**src/rtl/fifo_pkg.sv**
```systemverilog
// Shared types and defaults for the FIFO read-side streamer.
// Provides the streamer FSM state encoding and the default data width.
package fifo_pkg;

    localparam int FIFO_WIDTH_DEF = 16;
    localparam int BURST_LEN_DEF  = 4;

    typedef enum logic [1:0] {
        ST_IDLE,
        ST_ACTIVE,
        ST_DRAIN
    } rd_state_e;

endpackage

```
**src/rtl/fifo_rd_streamer_skid_buf2.sv**
```systemverilog
// skid_buf2: 2-entry in-order buffer that absorbs the FIFO read latency.
// Ports: clk, rst (sync, active-high), push/din (write), pop (read),
//        count (entries held, 0..2), head (oldest entry).
module skid_buf2 #(
    parameter int W = 16
) (
    input  logic         clk,
    input  logic         rst,
    input  logic         push,
    input  logic [W-1:0] din,
    input  logic         pop,
    output logic [1:0]   count,
    output logic [W-1:0] head
);

    logic [W-1:0] mem [2];
    logic         wr_ptr;
    logic         rd_ptr;
    logic         push_ok;
    logic         pop_ok;

    // A push into a full buffer is accepted only when a pop frees a slot.
    assign pop_ok  = pop && (count != 2'd0);
    assign push_ok = push && ((count != 2'd2) || pop_ok);
    assign head    = mem[rd_ptr];

    always_ff @(posedge clk) begin
        if (rst) begin
            wr_ptr <= 1'b0;
            rd_ptr <= 1'b0;
            count  <= 2'd0;
        end else begin
            if (push_ok) wr_ptr <= ~wr_ptr;
            if (pop_ok)  rd_ptr <= ~rd_ptr;
            count <= count + {1'b0, push_ok} - {1'b0, pop_ok};
        end
    end

    always_ff @(posedge clk) begin
        if (push_ok) mem[wr_ptr] <= din;
    end

endmodule

```
**src/rtl/fifo_rd_streamer.sv**
```systemverilog
// fifo_rd_streamer: turns a sync-FIFO read port into a framed valid/ready stream.
// Ports: clk, rst (sync, active-high); FIFO side fifo_empty, fifo_data_out,
//        fifo_underflow, fifo_rd_en; stream side m_valid, m_ready, m_data, m_last;
//        control flush/flush_done; sticky err_underflow.
module fifo_rd_streamer
    import fifo_pkg::*;
#(
    parameter int FIFO_WIDTH = FIFO_WIDTH_DEF,
    parameter int BURST_LEN  = BURST_LEN_DEF
) (
    input  logic                  clk,
    input  logic                  rst,
    input  logic                  fifo_empty,
    input  logic [FIFO_WIDTH-1:0] fifo_data_out,
    input  logic                  fifo_underflow,
    output logic                  fifo_rd_en,
    output logic                  m_valid,
    input  logic                  m_ready,
    output logic [FIFO_WIDTH-1:0] m_data,
    output logic                  m_last,
    input  logic                  flush,
    output logic                  flush_done,
    output logic                  err_underflow
);

    localparam int            CW       = $clog2(BURST_LEN) + 1;
    localparam logic [CW-1:0] LAST_IDX = CW'(BURST_LEN - 1);

    rd_state_e     state;
    rd_state_e     state_nxt;
    logic          inflight;
    logic [1:0]    buf_cnt;
    logic          pop;
    logic          pipe_empty;
    logic          credit_ok;
    logic [CW-1:0] beat_cnt;

    assign pop        = m_valid && m_ready;
    assign pipe_empty = (buf_cnt == 2'd0) && !inflight;

    // Issue a read only if its data is sure to find a free skid slot:
    // occupancy after this cycle's pop, plus the new read, must stay <= 2.
    assign credit_ok = ({1'b0, buf_cnt} + {2'b00, inflight})
                       < (3'd2 + {2'b00, pop});

    skid_buf2 #(
        .W(FIFO_WIDTH)
    ) u_skid (
        .clk   (clk),
        .rst   (rst),
        .push  (inflight),
        .din   (fifo_data_out),
        .pop   (pop),
        .count (buf_cnt),
        .head  (m_data)
    );

    assign m_valid = (buf_cnt != 2'd0);

    // The final buffered beat of a drain closes the burst early.
    assign m_last = m_valid &&
                    ((beat_cnt == LAST_IDX) ||
                     (state == ST_DRAIN && buf_cnt == 2'd1 && !inflight));

    always_ff @(posedge clk) begin
        if (rst) state <= ST_IDLE;
        else     state <= state_nxt;
    end

    always_comb begin
        state_nxt = state;
        case (state)
            ST_IDLE: begin
                if (flush)           state_nxt = ST_DRAIN;
                else if (fifo_rd_en) state_nxt = ST_ACTIVE;
            end
            ST_ACTIVE: begin
                if (flush)                         state_nxt = ST_DRAIN;
                else if (pipe_empty && fifo_empty) state_nxt = ST_IDLE;
            end
            ST_DRAIN: begin
                if (pipe_empty) state_nxt = ST_IDLE;
            end
            default: state_nxt = ST_IDLE;
        endcase
    end

    always_comb begin
        fifo_rd_en = 1'b0;
        flush_done = 1'b0;
        case (state)
            ST_IDLE, ST_ACTIVE: fifo_rd_en = !rst && !fifo_empty && credit_ok;
            ST_DRAIN:           flush_done = pipe_empty;
            default:            ;
        endcase
    end

    always_ff @(posedge clk) begin
        if (rst) begin
            inflight      <= 1'b0;
            beat_cnt      <= '0;
            err_underflow <= 1'b0;
        end else begin
            inflight <= fifo_rd_en;
            if (fifo_underflow) err_underflow <= 1'b1;
            if (flush_done)     beat_cnt <= '0;
            else if (pop)       beat_cnt <= m_last ? '0 : beat_cnt + CW'(1);
        end
    end

endmodule

```
**config.mk**
```make
export PLATFORM = sky130hd
export DESIGN_NAME = fifo_rd_streamer
export DESIGN_NICKNAME = d
export VERILOG_FILES = /design/src/rtl/fifo_pkg.sv /design/src/rtl/fifo_rd_streamer_skid_buf2.sv /design/src/rtl/fifo_rd_streamer.sv
export SDC_FILE = /design/constraint.sdc
export NUM_CORES = 1
export LEC_CHECK = 0
export CORE_ASPECT_RATIO = 0.8
export CORE_MARGIN = 2
export CORE_UTILIZATION = 52
export DETAILED_ROUTE_END_ITERATION = 8
export GPL_TIMING_DRIVEN = 0
export PLACE_DENSITY = 0.8
export SYNTH_ARGS = -nofsm -noshare
export SYNTH_HDL_FRONTEND = slang
export SYNTH_SLANG_ARGS = --single-unit
export TNS_END_PERCENT = 5
```
**constraint.sdc**
```tcl
create_clock -name clk -period 2.95 [get_ports clk]
set_input_delay 0.4425 -clock clk [delete_from_list [all_inputs] [get_ports clk]]
set_output_delay 0.4425 -clock clk [all_outputs]
set_load 0.01 [all_outputs]
```
==> results.toml, run 1 <==
[placement]
io_buffer_count = 42
hpwlAfterDp_mm = 2.243
pre_cts_ws_ns = 0.4878
finalWeightedCongestion = 0.7477

[power]
seqPwrFrac = 0.421
vdd_drop_max_mv = 0.5118
p_per_area_nw_per_um2 = 778.6
p_comb_frac = 0.322
pwr-share-clk = 0.257
intPower_w = 0.001353
p_sw_w = 0.0005110
leakage_nw = 0.8837
swShare = 0.2742

[cts]
holdBufCountCts = 0
insertion_delay_ns = 0.29
clkTransAtPathRegs_ns = 0.08
cts_sinks = 44
clockBufferDepth = 2
htreeDepth = 2
post_cts_buffers = 0
root_buffer = "clkbuf_8"
ctsResizeCount = 0
numCtsBuffers = 5
cts_tree = "built"

[grt]
grt_antenna_before_repair = 0
grt_pass1_wl_mm = 5.064
grtUsageTotal = 0.1682
grt_pass1_vias = 1118
grt-ovfl-total = 0
grt_max_degree = 17

[synth]
synth_compound_area_frac = 0.03894
ys_seq_area_frac = 0.6676
synth_top_family_by_area = "simple AND/OR/NAND/NOR gates"
synthAdderAreaFrac = 0.04172
synth_simple_gate_area_frac = 0.1154
yosysWarnings = 0
syn_avg_cell_area_um2 = 14.51
synth.distinct_cells = 33
ys_ff_latch = 44
yosys-mux-area-fraction = 0.1001
synth_xor_area_frac = 0.009736
syn_area_um2 = 1799
postSynthCellCount = 124
syn_nets = 152

[hold_path]
hold_depth = 2
hold_path.class = "register to register"
worstHoldStart = "beat_cnt[2]$_SDFFE_PP0P_"

[sta]
period_minus_slack_ns = 2.571
tightest_slew_ns = 0.6316
hold_viol_final = 0
fmaxAchievable_mhz = 389.0
rsz0062_at_grt = "false"
max_slew_margin = 0.5784
finalSetupViolCount = 0
clock_skew_ns = 0.004203
setup_slack_ns = 0.3790
slew_violations = 0
post-route-period-util = 0.8715
tns_ns = 0

[cells_and_area]
layout-drive-gt1-share = 0.1897
insertedDiodeCount = 0
n_fill_cell = 227
nets = 201
area_growth_pct = 33.03

[setup_path]
worstReg2RegEnd = "u_skid.count[1]$_SDFF_PP0_"
reg2reg_from = "u_skid.count[1]$_SDFF_PP0_"
path_class = "register to output port"
cp-end-kind = "output port"
crit_fanout = 9
rrSetupSlack_ns = 1.00
startpoint_type = "register"
setup.worst_path.end = "fifo_rd_en"
critPathLaunch = "inflight$_SDFF_PP0_"
arrival_ns = 2.13
ff2ff_path_depth = 9
crit_required_ns = 2.51

[floorplan]
die-area_um2 = 3949
chipHeight_um = 56.61
io_pins = 43
fp.coreArea_um2 = 3376
fp-row-count = 19
start_util = 0.5330
fp.dieW_um = 69.77

[detailed_routing]
wl_mm = 3.189
first_iter_violations = 49
drt-wirelength-per-cell_um = 14.76
post-route-drc-count = 0
via_per_inst = 5.194
dr.pass1.iters = 4
vias = 1122
antenna_left = 0

[run]
maxCapViolCount = 0

[status]
outcome = "complete, no violations"
[stage by stage]
step / utilization / area, um^2 / instances / hold WS (ns) / power [W]
after floorplan: - / 1799 / 124 / 0.4352 / 0.001136
after global placement: 0.6731 / 2272 / 208 / 0.4445 / 0.001371
after detailed placement: 0.6731 / 2272 / 208 / 0.4559 / 0.001395
after CTS: 0.7090 / 2394 / 216 / 0.4671 / 0.001874
after global routing: 0.7090 / 2394 / 216 / 0.4902 / 0.001961
final: 0.7090 / 2394 / 216 / 0.4685 / 0.001864
[area by class of cell]
cell class,count,area (um^2),area share
Buffer,4,21.27,0.008887
Clock buffer,6,82.58,0.03450
Clock inverter,2,38.79,0.01620
Inverter,7,26.28,0.01098
Multi-Input combinational cell,69,550.5,0.2300
Sequential cell,44,1201,0.5018
Tap cell,42,52.55,0.02196
Timing Repair Buffer,42,420.4,0.1756
[cell usage in the layout (no fill, tap or decap), drive strengths merged, types with 2 or more instances in the layout]
cell / synthesis / routed
inv: 7 / 7
dfxtp: 12 / 12
nor4: 2 / 2
edfxtp: 32 / 32
and2: 3 / 3
clkdlybuf4s50: 0 / 42
nor3: 4 / 4
clkbuf: 1 / 7
nor2: 6 / 6
a21o: 2 / 2
o21ai: 2 / 2
and3b: 2 / 2
a21oi: 5 / 5
ha: 6 / 6
or3: 2 / 2
or4: 2 / 2
buf: 3 / 3
nor2b: 3 / 3
mux2: 16 / 16
nand2: 4 / 4
[critical path, stage by stage (launching register included)]
cell and delay, ns:
dfxtp_1 0.40, ha_1 0.24, ha_1 0.19, nor3_1 0.26, and3b_1 0.21, clkdlybuf4s50_1 0.54
[per-layer routing]
metal | global-route usage | part of all wire | vias to the layer above
li1 | - | - | 551
met1 | 0.2170 | 0.47 | 529
met3 | 0.05027 | 0.046 | 2
met4 | 0.04945 | 0.0066 | 0
met2 | 0.2776 | 0.48 | 40
met5 | 0 | 0 | -
[worst min path at each step]
| stage | end | slack (ns) |
|---|---|---|
| final | beat_cnt[2]$_SDFFE_PP0P_ | 0.47 |
| after global routing | beat_cnt[2]$_SDFFE_PP0P_ | 0.49 |
| after CTS | beat_cnt[2]$_SDFFE_PP0P_ | 0.47 |
| after detailed placement | beat_cnt[2]$_SDFFE_PP0P_ | 0.46 |
| after global placement | beat_cnt[2]$_SDFFE_PP0P_ | 0.44 |
| after floorplan | beat_cnt[2]$_SDFFE_PP0P_ | 0.44 |
[synth_stat cells (all sizes together)]
master   n  area share
a21o     2      0.0083
a21oi    5       0.014
a311oi   1      0.0049
and2     3       0.011
and3     1      0.0042
and3b    2      0.0097
buf      3      0.0097
clkbuf   1      0.0021
dfxtp   12        0.13
edfxtp  32        0.53
ha       6       0.042
inv      7       0.015
mux2    16        0.10
nand2    4      0.0083
nand3    1      0.0028
nor2     6       0.013
nor2b    3       0.010
nor3     4       0.011
nor4     2      0.0070
nor4b    1      0.0083
o21a     1      0.0042
o21ai    2      0.0076
or2      1      0.0035
or3      2      0.0077
or3b     1      0.0049
or4      2      0.0083
or4b     1      0.0056
xnor2    1      0.0049
xor2     1      0.0049
[power by group through the flow]
| stage | Clock (W) | Sequential [W] | Combinational [W] |
|---|---|---|---|
| global route | 0.000508 | 0.000794 | 0.000659 |
| floorplan | 0 | 0.000786 | 0.000351 |
| global placement | 0 | 0.000793 | 0.000577 |
| finish | 0.000479 | 0.000785 | 0.000600 |
| detailed placement | 0 | 0.000798 | 0.000597 |
| CTS | 0.000488 | 0.000784 | 0.000602 |
[flip-flops by register name, summed over array words and instances (netlist names), named ones only]
name / flops
state: 2
u_skid.wr_ptr: 1
inflight: 1
err_underflow: 1
u_skid.count: 2
beat_cnt: 3
u_skid.mem: 32
u_skid.rd_ptr: 1
[cell families (layout without fill, tap and decap cells)]
kind of cell    after synthesis  after routing
simple gates                 34             34
flops                        44             44
compound gates               11             11
mux                          16             16
fa+ha+maj                     6              6
buf+inv                      11             61
xor+xnor                      2              2
(Power assumes the default switching activity.)
==> run 2: changes to the inputs <==
Settings changed: SKIP_LAST_GASP set to 1, SLEW_MARGIN set to 0.
==> results of run 2 <==
Same layout as run 1: the final DEF is identical, and so are final timing and power.
